File: config.mk
export PLATFORM = sky130hd
export DESIGN_NAME = uart_tx_drain_flat
export DESIGN_NICKNAME = d
export VERILOG_FILES = /design/src/rtl/uart_tx_drain_if.sv /design/src/rtl/uart_tx_drain.sv /design/src/flat_wrapper.sv
export SDC_FILE = /design/constraint.sdc
export NUM_CORES = 1
export LEC_CHECK = 0
export BUFFER_PORTS_ARGS = -buffer_cell sky130_fd_sc_hd__buf_2
export CORE_MARGIN = 3
export CORE_UTILIZATION = 59
export DETAILED_ROUTE_END_ITERATION = 10
export PLACE_DENSITY_LB_ADDON = 0.12
export SYNTH_ARGS = -nofsm -noshare
export SYNTH_HDL_FRONTEND = slang
export SYNTH_SLANG_ARGS = --single-unit
File: constraint.sdc
create_clock -name i_clk -period 4.2 [get_ports i_clk]
set_input_delay 0.63 -clock i_clk [delete_from_list [all_inputs] [get_ports i_clk]]
set_output_delay 0.63 -clock i_clk [all_outputs]
set_load 0.02 [all_outputs]
File: src/rtl/uart_tx_drain_if.sv
// FIFO-read / UART-TX bundle for the sample drain.
//
// Handshake (read side): the master issues o_rden as a one-cycle pulse only
// when i_empty is low, and i_fifo_data holds the popped word the cycle after
// that pulse. There is no back-pressure: the master issues at most one read
// per frame. state_dbg exposes the drain FSM encoding for observation.
interface uart_tx_drain_if #(
  parameter int WIDTH = 8
);
  logic             i_en;
  logic             i_empty;
  logic [WIDTH-1:0] i_fifo_data;
  logic             o_rden;
  logic             o_tx;
  logic             o_busy;
  logic             o_done;
  logic [2:0]       state_dbg;

  // Drain side: reads the FIFO and drives the TX pin.
  modport master (
    input  i_en,
    input  i_empty,
    input  i_fifo_data,
    output o_rden,
    output o_tx,
    output o_busy,
    output o_done,
    output state_dbg
  );

  // Environment side: FIFO read port plus enable, observes the line.
  modport slave (
    output i_en,
    output i_empty,
    output i_fifo_data,
    input  o_rden,
    input  o_tx,
    input  o_busy,
    input  o_done,
    input  state_dbg
  );
endinterface

File: src/rtl/uart_tx_drain.sv
// Pops bytes from the sample FIFO and serializes each one on a UART TX line
// (start, WIDTH data bits LSB first, optional parity, one stop bit).
// The TX line and the read strobe come straight from flops.
module uart_tx_drain #(
  parameter int WIDTH        = 8,
  parameter int CLKS_PER_BIT = 104,
  parameter int PARITY       = 0
) (
  input  logic           i_clk,
  input  logic           i_rst,
  uart_tx_drain_if.master bus
);

  localparam int CW = (CLKS_PER_BIT > 2) ? $clog2(CLKS_PER_BIT) : 1;
  localparam int IW = (WIDTH > 1) ? $clog2(WIDTH) : 1;
  localparam logic [CW-1:0] CNT_LAST = CW'(CLKS_PER_BIT - 1);
  localparam logic [IW-1:0] IDX_LAST = IW'(WIDTH - 1);
  // Values other than 1 (odd) or 2 (even) mean no parity bit.
  localparam bit PAR_EN  = (PARITY == 1) || (PARITY == 2);
  localparam bit PAR_ODD = (PARITY == 1);

  typedef enum logic [2:0] {
    IDLE  = 3'd0,
    FETCH = 3'd1,
    LATCH = 3'd2,
    START = 3'd3,
    DATA  = 3'd4,
    PAR   = 3'd5,
    STOP  = 3'd6
  } state_t;

  state_t           state_q, state_d;
  logic [CW-1:0]    cnt_q, cnt_d;
  logic [IW-1:0]    idx_q, idx_d;
  logic [WIDTH-1:0] sr_q, sr_d;
  logic             par_q, par_d;
  logic             tx_q, tx_d;
  logic             rden_q, rden_d;
  logic             bit_end;

  // Last cycle of the current bit period.
  assign bit_end = (cnt_q == CNT_LAST);

  // State and datapath registers; reset puts the line idle-high at once.
  always_ff @(posedge i_clk or negedge i_rst) begin
    if (!i_rst) begin
      state_q <= IDLE;
      cnt_q   <= '0;
      idx_q   <= '0;
      sr_q    <= '0;
      par_q   <= 1'b0;
      tx_q    <= 1'b1;
      rden_q  <= 1'b0;
    end else begin
      state_q <= state_d;
      cnt_q   <= cnt_d;
      idx_q   <= idx_d;
      sr_q    <= sr_d;
      par_q   <= par_d;
      tx_q    <= tx_d;
      rden_q  <= rden_d;
    end
  end

  // Next-state logic; tx_d is the value the line takes in the next cycle,
  // so bit values are loaded one cycle ahead of each bit boundary.
  always_comb begin
    state_d = state_q;
    cnt_d   = '0;
    idx_d   = idx_q;
    sr_d    = sr_q;
    par_d   = par_q;
    tx_d    = tx_q;
    rden_d  = 1'b0;

    // The baud counter only runs while a bit is on the line and wraps at
    // every bit boundary.
    if (state_q == START || state_q == DATA ||
        state_q == PAR   || state_q == STOP) begin
      cnt_d = bit_end ? '0 : cnt_q + 1'b1;
    end

    case (state_q)
      IDLE: begin
        tx_d = 1'b1;
        // Emptiness is only trusted here; the flag can lag the pop later on.
        if (bus.i_en && !bus.i_empty) begin
          state_d = FETCH;
          rden_d  = 1'b1;
        end
      end
      FETCH: begin
        state_d = LATCH;
      end
      LATCH: begin
        sr_d    = bus.i_fifo_data;
        par_d   = PAR_ODD ? ~(^bus.i_fifo_data) : ^bus.i_fifo_data;
        tx_d    = 1'b0;
        state_d = START;
      end
      START: begin
        if (bit_end) begin
          state_d = DATA;
          idx_d   = '0;
          tx_d    = sr_q[0];
          sr_d    = sr_q >> 1;
        end
      end
      DATA: begin
        if (bit_end) begin
          if (idx_q == IDX_LAST) begin
            if (PAR_EN) begin
              state_d = PAR;
              tx_d    = par_q;
            end else begin
              state_d = STOP;
              tx_d    = 1'b1;
            end
          end else begin
            idx_d = idx_q + 1'b1;
            tx_d  = sr_q[0];
            sr_d  = sr_q >> 1;
          end
        end
      end
      PAR: begin
        if (bit_end) begin
          state_d = STOP;
          tx_d    = 1'b1;
        end
      end
      STOP: begin
        tx_d = 1'b1;
        if (bit_end) begin
          state_d = IDLE;
        end
      end
      default: begin
        state_d = IDLE;
        tx_d    = 1'b1;
      end
    endcase
  end

  assign bus.o_tx      = tx_q;
  assign bus.o_rden    = rden_q;
  assign bus.o_busy    = (state_q != IDLE);
  assign bus.o_done    = (state_q == STOP) && bit_end;
  assign bus.state_dbg = state_q;

endmodule

File: src/flat_wrapper.sv
// flat-port wrapper written by rule: the top's interface ports become plain ports
module uart_tx_drain_flat 
#(
  parameter int WIDTH        = 8,
  parameter int CLKS_PER_BIT = 104,
  parameter int PARITY       = 0
)
  (i_clk, i_rst, bus_i_en, bus_i_empty, bus_i_fifo_data, bus_o_rden, bus_o_tx, bus_o_busy, bus_o_done, bus_state_dbg);
  uart_tx_drain_if #(.WIDTH(WIDTH)) bus_i ();
  input  logic i_clk;
  input  logic i_rst;
  input wire logic [$bits(bus_i.i_en)-1:0] bus_i_en;
  input wire logic [$bits(bus_i.i_empty)-1:0] bus_i_empty;
  input wire logic [$bits(bus_i.i_fifo_data)-1:0] bus_i_fifo_data;
  output wire logic [$bits(bus_i.o_rden)-1:0] bus_o_rden;
  output wire logic [$bits(bus_i.o_tx)-1:0] bus_o_tx;
  output wire logic [$bits(bus_i.o_busy)-1:0] bus_o_busy;
  output wire logic [$bits(bus_i.o_done)-1:0] bus_o_done;
  output wire logic [$bits(bus_i.state_dbg)-1:0] bus_state_dbg;
  assign bus_i.i_en = bus_i_en;
  assign bus_i.i_empty = bus_i_empty;
  assign bus_i.i_fifo_data = bus_i_fifo_data;
  assign bus_o_rden = bus_i.o_rden;
  assign bus_o_tx = bus_i.o_tx;
  assign bus_o_busy = bus_i.o_busy;
  assign bus_o_done = bus_i.o_done;
  assign bus_state_dbg = bus_i.state_dbg;
  uart_tx_drain #(.WIDTH(WIDTH), .CLKS_PER_BIT(CLKS_PER_BIT), .PARITY(PARITY)) u_core (.i_clk(i_clk), .i_rst(i_rst), .bus(bus_i));
endmodule
; ---- Yosys cells after proc, flatten, opt, wreduce, memory -nomap -nowiden
; Cells that the tools add are included.
[classes]
bitwise_logic = 1
addsub = 2
n_eq_ne = 15
reduce_logical = 14
mux = 23
[ops]
columns = op, count
row1 = 3-bit 2-to-1 mux, 8
row2 = 8-bit 2-to-1 mux, 3
row3 = 8-bit case mux with 3 select lines, 1
row4 = 3-bit case mux with 7 select lines, 1
row5 = 7-bit 2-to-1 mux, 2
row6 = 3-bit equality test (second input constant), 4
row7 = 4-bit AND reduction, 3
row8 = 2-bit by 1-bit inequality test with 1-bit output (second input constant), 5
row9 = 7-bit by 1-bit adder with 7-bit output (second input constant), 1
row10 = 7-bit equality test (second input constant), 1
row11 = 3-bit by 2-bit equality test with 1-bit output (second input constant), 2
row12 = 1-bit 2-to-1 mux, 6
row13 = 3-bit case mux with 2 select lines, 1
row14 = 6-bit AND reduction, 1
row15 = 3-bit nonzero test, 2
row16 = 1-bit case mux with 5 select lines, 1
row17 = 2-bit inequality test (second input constant), 2
row18 = 3-bit by 1-bit adder with 3-bit output (second input constant), 1
row19 = 3-bit by 1-bit equality test with 1-bit output (second input constant), 1
row20 = 3-bit logical NOT, 1
row21 = 1-bit logical OR, 3
row22 = 1-bit logical AND, 2
row23 = 2-bit nonzero test, 1
row24 = 1-bit logical NOT, 1
row25 = 1-bit NOT, 1
[word_totals]
input_bits = 12
ff_bits = 23
output_inout_bits = 7
elab_cells = 61

; ---- Depth between registers and ports, before layout
; Gate-level depths: netlist of the first run.
[logic_depth]
depth_word = 5
ltp_mapped = 7
mapped_depth_nobuf = 6

; ---- Worst setup path after synthesis of the first run
; Ideal clock, no wire load.
[synth_timing]
kind = flip-flop to output port
from = register u_core.cnt_q[0]
to = output bus_o_done
path_buffers = 2
setup_slack_ns = 2.068
t_required_ns = 3.570
stages_incl_launch_ff = 7
t_arrival_ns = 1.502
cell_sequence = dfrtp_1 ha_1 and3_1 clkbuf_1 and2_1 buf_2 and4_1
[synth_via]
elab_chain_len = 2
[synth_rtl]
columns = item, line
row1 = "start, declared", uart_tx_drain.sv:33  ; logic [CW-1:0] cnt_q, cnt_d;
row2 = "start signal, assigned", uart_tx_drain.sv:56  ; cnt_q <= cnt_d;
row3 = 7-bit equality test, uart_tx_drain.sv:42  ; assign bit_end = (cnt_q == CNT_LAST);
row4 = 1-bit logical AND, uart_tx_drain.sv:148  ; assign bus.o_done = (state_q == STOP) && bit_end;
row5 = "end, declared", flat_wrapper.sv:18  ; output wire logic [$bits(bus_i.o_done)-1:0] bus_o_done;
; No other way between the ends.

; ---- Worst setup path in the final report of the first run
; Ends and elaborated chain as after synthesis.

==> results of run 1 <==
-- layer usage --
metal,part of all wire,global-route usage,vias up
met5,0,0,-
met4,0.026,0.126,0
met3,0.052,0.0612,7
met2,0.49,0.328,27
met1,0.43,0.251,433
li1,-,-,453
-- cells by family after synthesis --
| logic type | count (synthesis) | share of synthesized area |
|---|---|---|
| XOR/XNOR | 4 | 0.0292 |
| buffers and inverters | 10 | 0.0417 |
| multiplexers | 1 | 0.00939 |
| adder cells (fa/ha/maj) | 3 | 0.0313 |
| AND/OR/NAND/NOR | 36 | 0.185 |
| AO/OA/AOI/OAI | 36 | 0.222 |
| flip-flops | 23 | 0.481 |
-- flip-flops by register name, indices dropped and copies added (netlist names) --
register and cells:
u_core.bus.o_tx 1, u_core.cnt_q 7, u_core.sr_q 8, u_core.bus.o_rden 1, u_core.bus.state_dbg 3, u_core.idx_q 3
-- critical path, cell delays in order, from the launching register on --
cell and delay [ns]:
dfrtp_1 0.39, ha_1 0.23, and3_1 0.28, and2_1 0.37
and4_1 0.23, buf_2 0.16
-- placed cells by master, fill, tap and decap left out, types with 2 or more instances in the layout --
cell type   n
nand3_1     5
and3_1      2
dfrtp_1    22
o211ai_1    2
a2bb2oi_1   6
buf_2      18
nor2_1      5
a32o_1      3
a21oi_1     4
nand2_1     5
nor3_1      3
xor2_1      2
nor3b_1     2
o21ai_0     6
nor2b_1     5
o22ai_1     8
ha_1        3
clkbuf_4    3
xnor2_1     2
or2_1       2
inv_1       3
-- report_power, final --
group	leakage, nW	internal, W	switching, W	total, W
sequential	0.265	0.000225	0.00000236	0.000228
combinational	0.298	0.00000698	0.00000689	0.0000139
clock	0.0139	0.0000365	0.0000685	0.000105
-- layout make-up --
| cell class | instances | area [µm²] |
|---|---|---|
| Fill cell | 152 | 509 |
| Inverter | 3 | 11.3 |
| Multi-Input combinational cell | 80 | 572 |
| Clock buffer | 3 | 22.5 |
| Clock inverter | 1 | 7.51 |
| Timing Repair Buffer | 18 | 90.1 |
| Sequential cell | 23 | 577 |
| Tap cell | 25 | 31.3 |
-- worst max path at each step --
stage                  to  slack, ns  cells past startpoint
2_1_floorplan  bus_o_done       2.07                      6
3_3_place_gp   bus_o_done       2.01                      5
3_5_place_dp   bus_o_done       1.97                      5
4_1_cts        bus_o_done       1.59                      5
5_1_grt        bus_o_done       1.44                      5
6_report       bus_o_done       1.59                      5
-- through the flow --
| stage | instance area, µm² | std cells | power [W] | utilization | hold WS [ns] |
|---|---|---|---|---|---|
| 3_5_place_dp | 1280 | 149 | 0.000246 | 0.704 | 0.468 |
| 2_1_floorplan | 1200 | 113 | 0.000236 | - | 0.334 |
| 3_3_place_gp | 1280 | 149 | 0.000245 | 0.704 | 0.448 |
| 5_1_grt | 1310 | 153 | 0.000361 | 0.720 | 0.257 |
| 6_report | 1310 | 153 | 0.000346 | 0.720 | 0.246 |
| 4_1_cts | 1310 | 153 | 0.000349 | 0.720 | 0.261 |
==> metrics.md, run 1 <==
| Metric | Value |
|---|---|
| Maximum clock frequency | `384 MHz` |
| Number of iterations in the first detailed-routing pass | `4` |
| Count of yosys warnings during synthesis | `0` |
| Largest voltage drop on the vdd net | `0.000259 V` |
| Total CTS buffers | `3` |
| DR vias/cell | `6.01` |
| Num ports | `19` |
| Remaining global-route overflow | `0` |
| Rows | `15` |
| Worst-Margin Slew | `0.565 ns` |
| Post-CTS Repair Setup Buffers | `0` |
| P_leak | `0.578 nW` |
| Hpwl dp | `1640 µm` |
| Type of destination of the critical path | `output pin` |
| Arrival time at the worst endpoint | `1.98 ns` |
| Placeable core region | `0.00182 mm²` |
| WS Path Type | `reg -> out` |
| Count of cell types in the netlist | `38` |
| Clock input transition at the sequential cells of the worst setup and hold paths | `0.13 ns` |
| Number of max-slew violations in the final report | `0` |
| Inserted Diodes | `0` |
| Synth-to-layout area growth | `9.39%` |
| Required time at the endpoint of the critical path | `3.57 ns` |
| Leading cell type by number of instances after synthesis | `dfrtp_1` |
| Final weighted congestion of routability-driven global placement | `0.821` |
| Min cycle time layout | `2.61 ns` |
| Endpoints failing setup | `0` |
| Avg Cell Area, Syn | `10.6 µm²` |
| Reg-to-reg setup timing slack | `2.06 ns` |
| Cell area after technology mapping | `0.00120 mm²` |
| Total number of H-tree levels | `1` |
| Average wire per standard cell | `15.0 µm` |
| Horiz. Die Dim | `51.1 µm` |
| Max-slew headroom at the worst pin | `0.622` |
| Proportion of synthesized chip area in sequential cells | `0.481` |
| FF-to-FF End | `u_core.sr_q[5]$_DFFE_PN0P_` |
| Biggest area contributors in the synthesized netlist | `dfrtp_1 46%, a2bb2oi_1 4.4%, o22ai_1 4.2%, ha_1 3.1%, nor2b_1 2.6%` |
| Largest fanout on the critical path | `11` |
| Launching element of the worst setup path | `u_core.cnt_q[0]$_DFF_PN0_` |
| Number of cells traversed by the worst register-to-register path | `6` |
| Beginning of the worst register-to-register path | `u_core.idx_q[0]$_DFFE_PN0P_` |
| Max capacitance violation total | `0` |
| Count of nets left with antenna violations after detail routing | `0` |
| Insertion delay of the later-clocked pin in the worst-skew pair | `0.32 ns` |
| Cell area power density | `264 mW/mm²` |
| Share of flip-flops with an asynchronous set or reset | `1.00` |
| Hold Crit Class | `in -> async` |
| Dominant synthesized flop cell | `dfrtp_1` |
| Residual DRC | `0` |
| Root buf cell | `clkbuf_4` |
| Synth area leader | `dfrtp_1` |
| Global-route wire length before repair | `3950 µm` |
| All-Layer GR Usage | `0.209` |
| Number of global-route vias before repair | `878` |
| Number of clock sinks | `23` |
| Number of hold buffers added after cts | `0` |
| Largest buffer count on any clock path | `2` |
| Share of layout cells above drive strength 1 | `0.219` |
| Commonest cells post-synth | `22 x dfrtp_1, 8 x o22ai_1, 6 x a2bb2oi_1, 6 x o21ai_0` |
| Post-Synthesis Net Count | `128` |
| Effective utilization at floorplan | `0.658` |
| Pre-CTS worst setup slack | `1.97 ns` |
| Number of buffers inserted by port buffering | `18` |
| Layout Skew | `0.0139 ns` |
| TritonCTS clock tree | `yes` |
| Total routed wirelength | `2290 µm` |
| Number of register bits inferred by synthesis | `23` |
| Setup TNS after final layout | `0 ns` |
| Number of gates given a new drive strength after cts | `0` |
| Final number of hold-violating endpoints | `0` |
| Number of instances in the synthesized netlist | `113` |
| Overall via count from detail_route | `920` |
| Nature of the critical path startpoint | `flop` |
| Count of flip-flops with a built-in enable after synthesis | `0` |
| Share of the cycle needed by the critical path after routing | `0.620` |
| Total Die Area | `0.00261 mm²` |
| RSZ-0062 raised after global routing | `false` |
| Post-layout net count | `144` |
| Setup WS post-layout | `1.59 ns` |
| Largest net degree at the start of global routing | `24` |
| Detailed router's first-iteration violation count | `17` |
| Status | `finished clean` |
| Area share of the largest cell type after synthesis | `0.459` |
| Number of antenna violations at the first check in global routing | `0` |
| Chip height | `51.1 µm` |
Note: power is estimated with default switching activity, not from simulation.
==> run 2, diff against run 1 <==
- CORE_UTILIZATION: 59 -> 49
- clock period: 4.2 -> 2.3 ns (I/O delays scaled with it)
==> run 2 against run 1 <==
Final cell count is 3.9% higher. Non-clock buffer count rose by 3. Hold slack better by 0.039 ns. Worst setup slack got worse by 1.4 ns. Critical path depth unchanged. Sequential power rose by 82%. Clock skew down 0.0083 ns. Final area up 1.9%. Critical path type unchanged. First-iteration DRC count fell by 18%. Register-to-register slack lost 1.7 ns.
==> metrics.md, run 2 (synthesis gave the netlist of run 1 again) <==
| Metric | Value |
|---|---|
| Portion of total power attributed to combinational logic | `0.043 (+0.003)` |
| Share of the cycle needed by the critical path after routing | `0.907` |
| Number of hold buffers added after cts | `1 (+1)` |
| Commonest non-fill, non-tap cells in the layout | `22 x dfrtp_1, 18 x buf_2, 8 x o22ai_1` |
| Net switching share of the total power | `0.209 (-0.0150)` |
| Overall power consumption | `0.000623 W (+80%)` |
| Switching power of the nets | `0.000130 W (+68%)` |
| Synth-to-layout area growth | `11.5%` |
| WS Path Type | `reg -> out` |
| Residual DRC | `0 (unchanged)` |
| Max capacitance violation total | `0 (unchanged)` |
| Number of max-slew violations in the final report | `0 (unchanged)` |
| Buffering stage count on the worst path with inverters included | `1 (unchanged)` |
| Root buf cell | `clkbuf_4` |
| Type of destination of the critical path | `output pin` |
| Post-CTS Repair Setup Buffers | `0 (unchanged)` |
| Maximum clock frequency | `479 MHz` |
| Worst-Margin Slew | `0.571 ns (+0.00604 ns)` |
| Number of gates given a new drive strength after cts | `0 (unchanged)` |
| Average wire per standard cell | `14.2 µm (-5.4%)` |
| Fraction of met2 tracks used by global routing | `0.235 (-0.0935)` |
| Pre-CTS worst setup slack | `0.410 ns (-1.56 ns)` |
| Reg-to-reg setup timing slack | `0.37 ns (-1.69 ns)` |
| Most common cell after layout, fill and taps aside | `dfrtp_1` |
| Max-slew headroom at the worst pin | `0.618 (-0.00405)` |
| Largest net degree at the start of global routing | `24 (unchanged)` |
| Setup TNS after final layout | `0 ns (unchanged)` |
| Total routed wirelength | `2260 µm (-1.7%)` |
| Largest voltage drop on the vdd net | `0.000330 V (+27%)` |
| Met1 routing resource usage after global routing | `0.235 (-0.0163)` |
| Status | `finished clean` |
| RSZ-0062 raised after global routing | `false` |
| Global route hottest layer | `met1` |
| Overall via count from detail_route | `928 (+0.87%)` |
| CP max-delay cell | `dfrtp_1` |
| Cell area power density | `467 mW/mm² (+77%)` |
| Chip height | `55.5 µm (+8.6%)` |
| Number of antenna violations at the first check in global routing | `0 (unchanged)` |
| Fill cell instance count of the final layout | `196 (+29%)` |
| Final number of hold-violating endpoints | `0 (unchanged)` |
| Category of cells accounting for the largest share of critical-path delay | `simple AND/OR/NAND/NOR gates` |
| Total CTS buffers | `3 (unchanged)` |
| Total number of H-tree levels | `1 (unchanged)` |
| Max reg flops | `8 (unchanged)` |
| Number of buffers inserted by port buffering | `18 (unchanged)` |
| Setup WS post-layout | `0.213 ns (-1.38 ns)` |
| Register share of total power | `0.667 (+0.010)` |
| Hold Crit Class | `in -> reg` |
| Most flops, register | `u_core.sr_q` |
| P_int | `0.000493 W (+83%)` |
| Post-route design area | `0.00134 mm² (+1.9%)` |
| Largest buffer count on any clock path | `2 (unchanged)` |
| Cells traversed along the worst timing path | `ha_1 -> and3_1 -> and2_1 -> and4_1 -> buf_2` |
| Num ports | `19 (unchanged)` |
| Placeable core region | `0.00228 mm² (+25%)` |
| Count of nets left with antenna violations after detail routing | `0 (unchanged)` |
| P_leak | `0.592 nW (+2.6%)` |
| Placed instance area | `0.00130 mm² (+1.5%)` |
| Met3 usage in global routing | `0.0257 (-0.0355)` |
| Number of iterations in the first detailed-routing pass | `4 (unchanged)` |
| Hpwl dp | `1620 µm (-1.4%)` |
| Global-route wire length before repair | `4020 µm (+1.6%)` |
| TritonCTS clock tree | `yes` |
| Delay of the slowest critical-path stage | `0.41 ns (+0.02 ns)` |
| Endpoints failing setup | `0 (unchanged)` |
| Clock input transition at the sequential cells of the worst setup and hold paths | `0.12 ns (about the same)` |
| Nature of the critical path startpoint | `flop` |
| Layout Skew | `0.00566 ns (-0.00828 ns)` |
| All-Layer GR Usage | `0.160 (-0.0488)` |
| Final weighted congestion of routability-driven global placement | `0.752 (-8.4%)` |
| Arrival time at the worst endpoint | `1.74 ns (-0.24 ns)` |
| Required time at the endpoint of the critical path | `1.96 ns (-1.61 ns)` |
| Clock share of power | `0.290 (-0.013)` |
| Top flop regs | `u_core.sr_q: 8 flops, u_core.cnt_q: 7 flops` |
| Post-layout net count | `147 (+2.1%)` |
| DR vias/cell | `5.84 (-2.9%)` |
| Horiz. Die Dim | `55.5 µm (+8.6%)` |
| Total Die Area | `0.00308 mm² (+18%)` |
| Rows | `17 (+2)` |
| Number of clock sinks | `23 (unchanged)` |
| Remaining global-route overflow | `0 (unchanged)` |
| Inserted Diodes | `0 (unchanged)` |
| Number of global-route vias before repair | `875 (-0.34%)` |
| Effective utilization at floorplan | `0.527 (-0.132)` |
| Share of layout cells above drive strength 1 | `0.221 (+0.00262)` |
| Min cycle time layout | `2.09 ns` |
| Insertion delay of the later-clocked pin in the worst-skew pair | `0.30 ns (-0.02 ns)` |
| Largest fanout on the critical path | `6 (-5)` |
| Detailed router's first-iteration violation count | `14 (-3)` |
## run 2: changes by cell type in the layout (fill, tap and decap cells not counted), sizes merged
| cell | before | now |
|---|---|---|
| clkinvlp | 1 | 0 |
| buf | 18 | 20 |
| dlygate4sd3 | 0 | 1 |
| clkbuf | 3 | 4 |
## run 2: cell type report
class	count	area, µm²	area share
inverter	3	11.3	0.00843
sequential	23	577	0.432
tap	28	35.0	0.0262
multi-input combinational	80	572	0.428
clock buffer	4	26.3	0.0197
timing repair buffer	21	115	0.0861
## run 2: worst paths after layout
path                                                   from                                  end  depth (start not counted)
max in group asynchronous                             i_rst          u_core.bus.o_tx$_DFFE_PN1P_                          2
min in group asynchronous                             i_rst  u_core.bus.state_dbg[1]$_DFFE_PN0P_                          2
worst max-delay path              u_core.cnt_q[0]$_DFF_PN0_                           bus_o_done                          5
worst min register to register    u_core.cnt_q[0]$_DFF_PN0_            u_core.cnt_q[0]$_DFF_PN0_                          1
worst max register to register  u_core.idx_q[0]$_DFFE_PN0P_           u_core.sr_q[2]$_DFFE_PN0P_                          6
worst min-delay path                               bus_i_en          u_core.bus.o_rden$_DFF_PN0_                          3
## run 2: metrics by stage
stage,utilization,cells,hold slack (ns)
after floorplan,-,113,0.0494
after global routing,0.587,159,0.293
after global placement,0.571,154,0.342
after detailed placement,0.571,154,0.347
final,0.587,159,0.285
after CTS,0.587,159,0.277
## run 2: power by group through the flow
stage	sequential [W]	clock (W)	combinational, W
2_1_floorplan	0.000422	0	0.00000836
3_3_place_gp	0.000423	0	0.0000257
3_5_place_dp	0.000423	0	0.0000265
4_1_cts	0.000416	0.000191	0.0000279
5_1_grt	0.000417	0.000203	0.0000308
6_report	0.000416	0.000181	0.0000267
## run 2: layer usage
metal / wire, µm / up-vias
met3: 92 / 4
met4: 25 / 0
li1: - / 458
met5: 0 / -
met1: 1090 / 446
met2: 1050 / 20
## run 2: worst min-delay path: stages
cell and delay (ns):
buf_2 0.10, nand2b_1 0.08, nor2_1 0.04
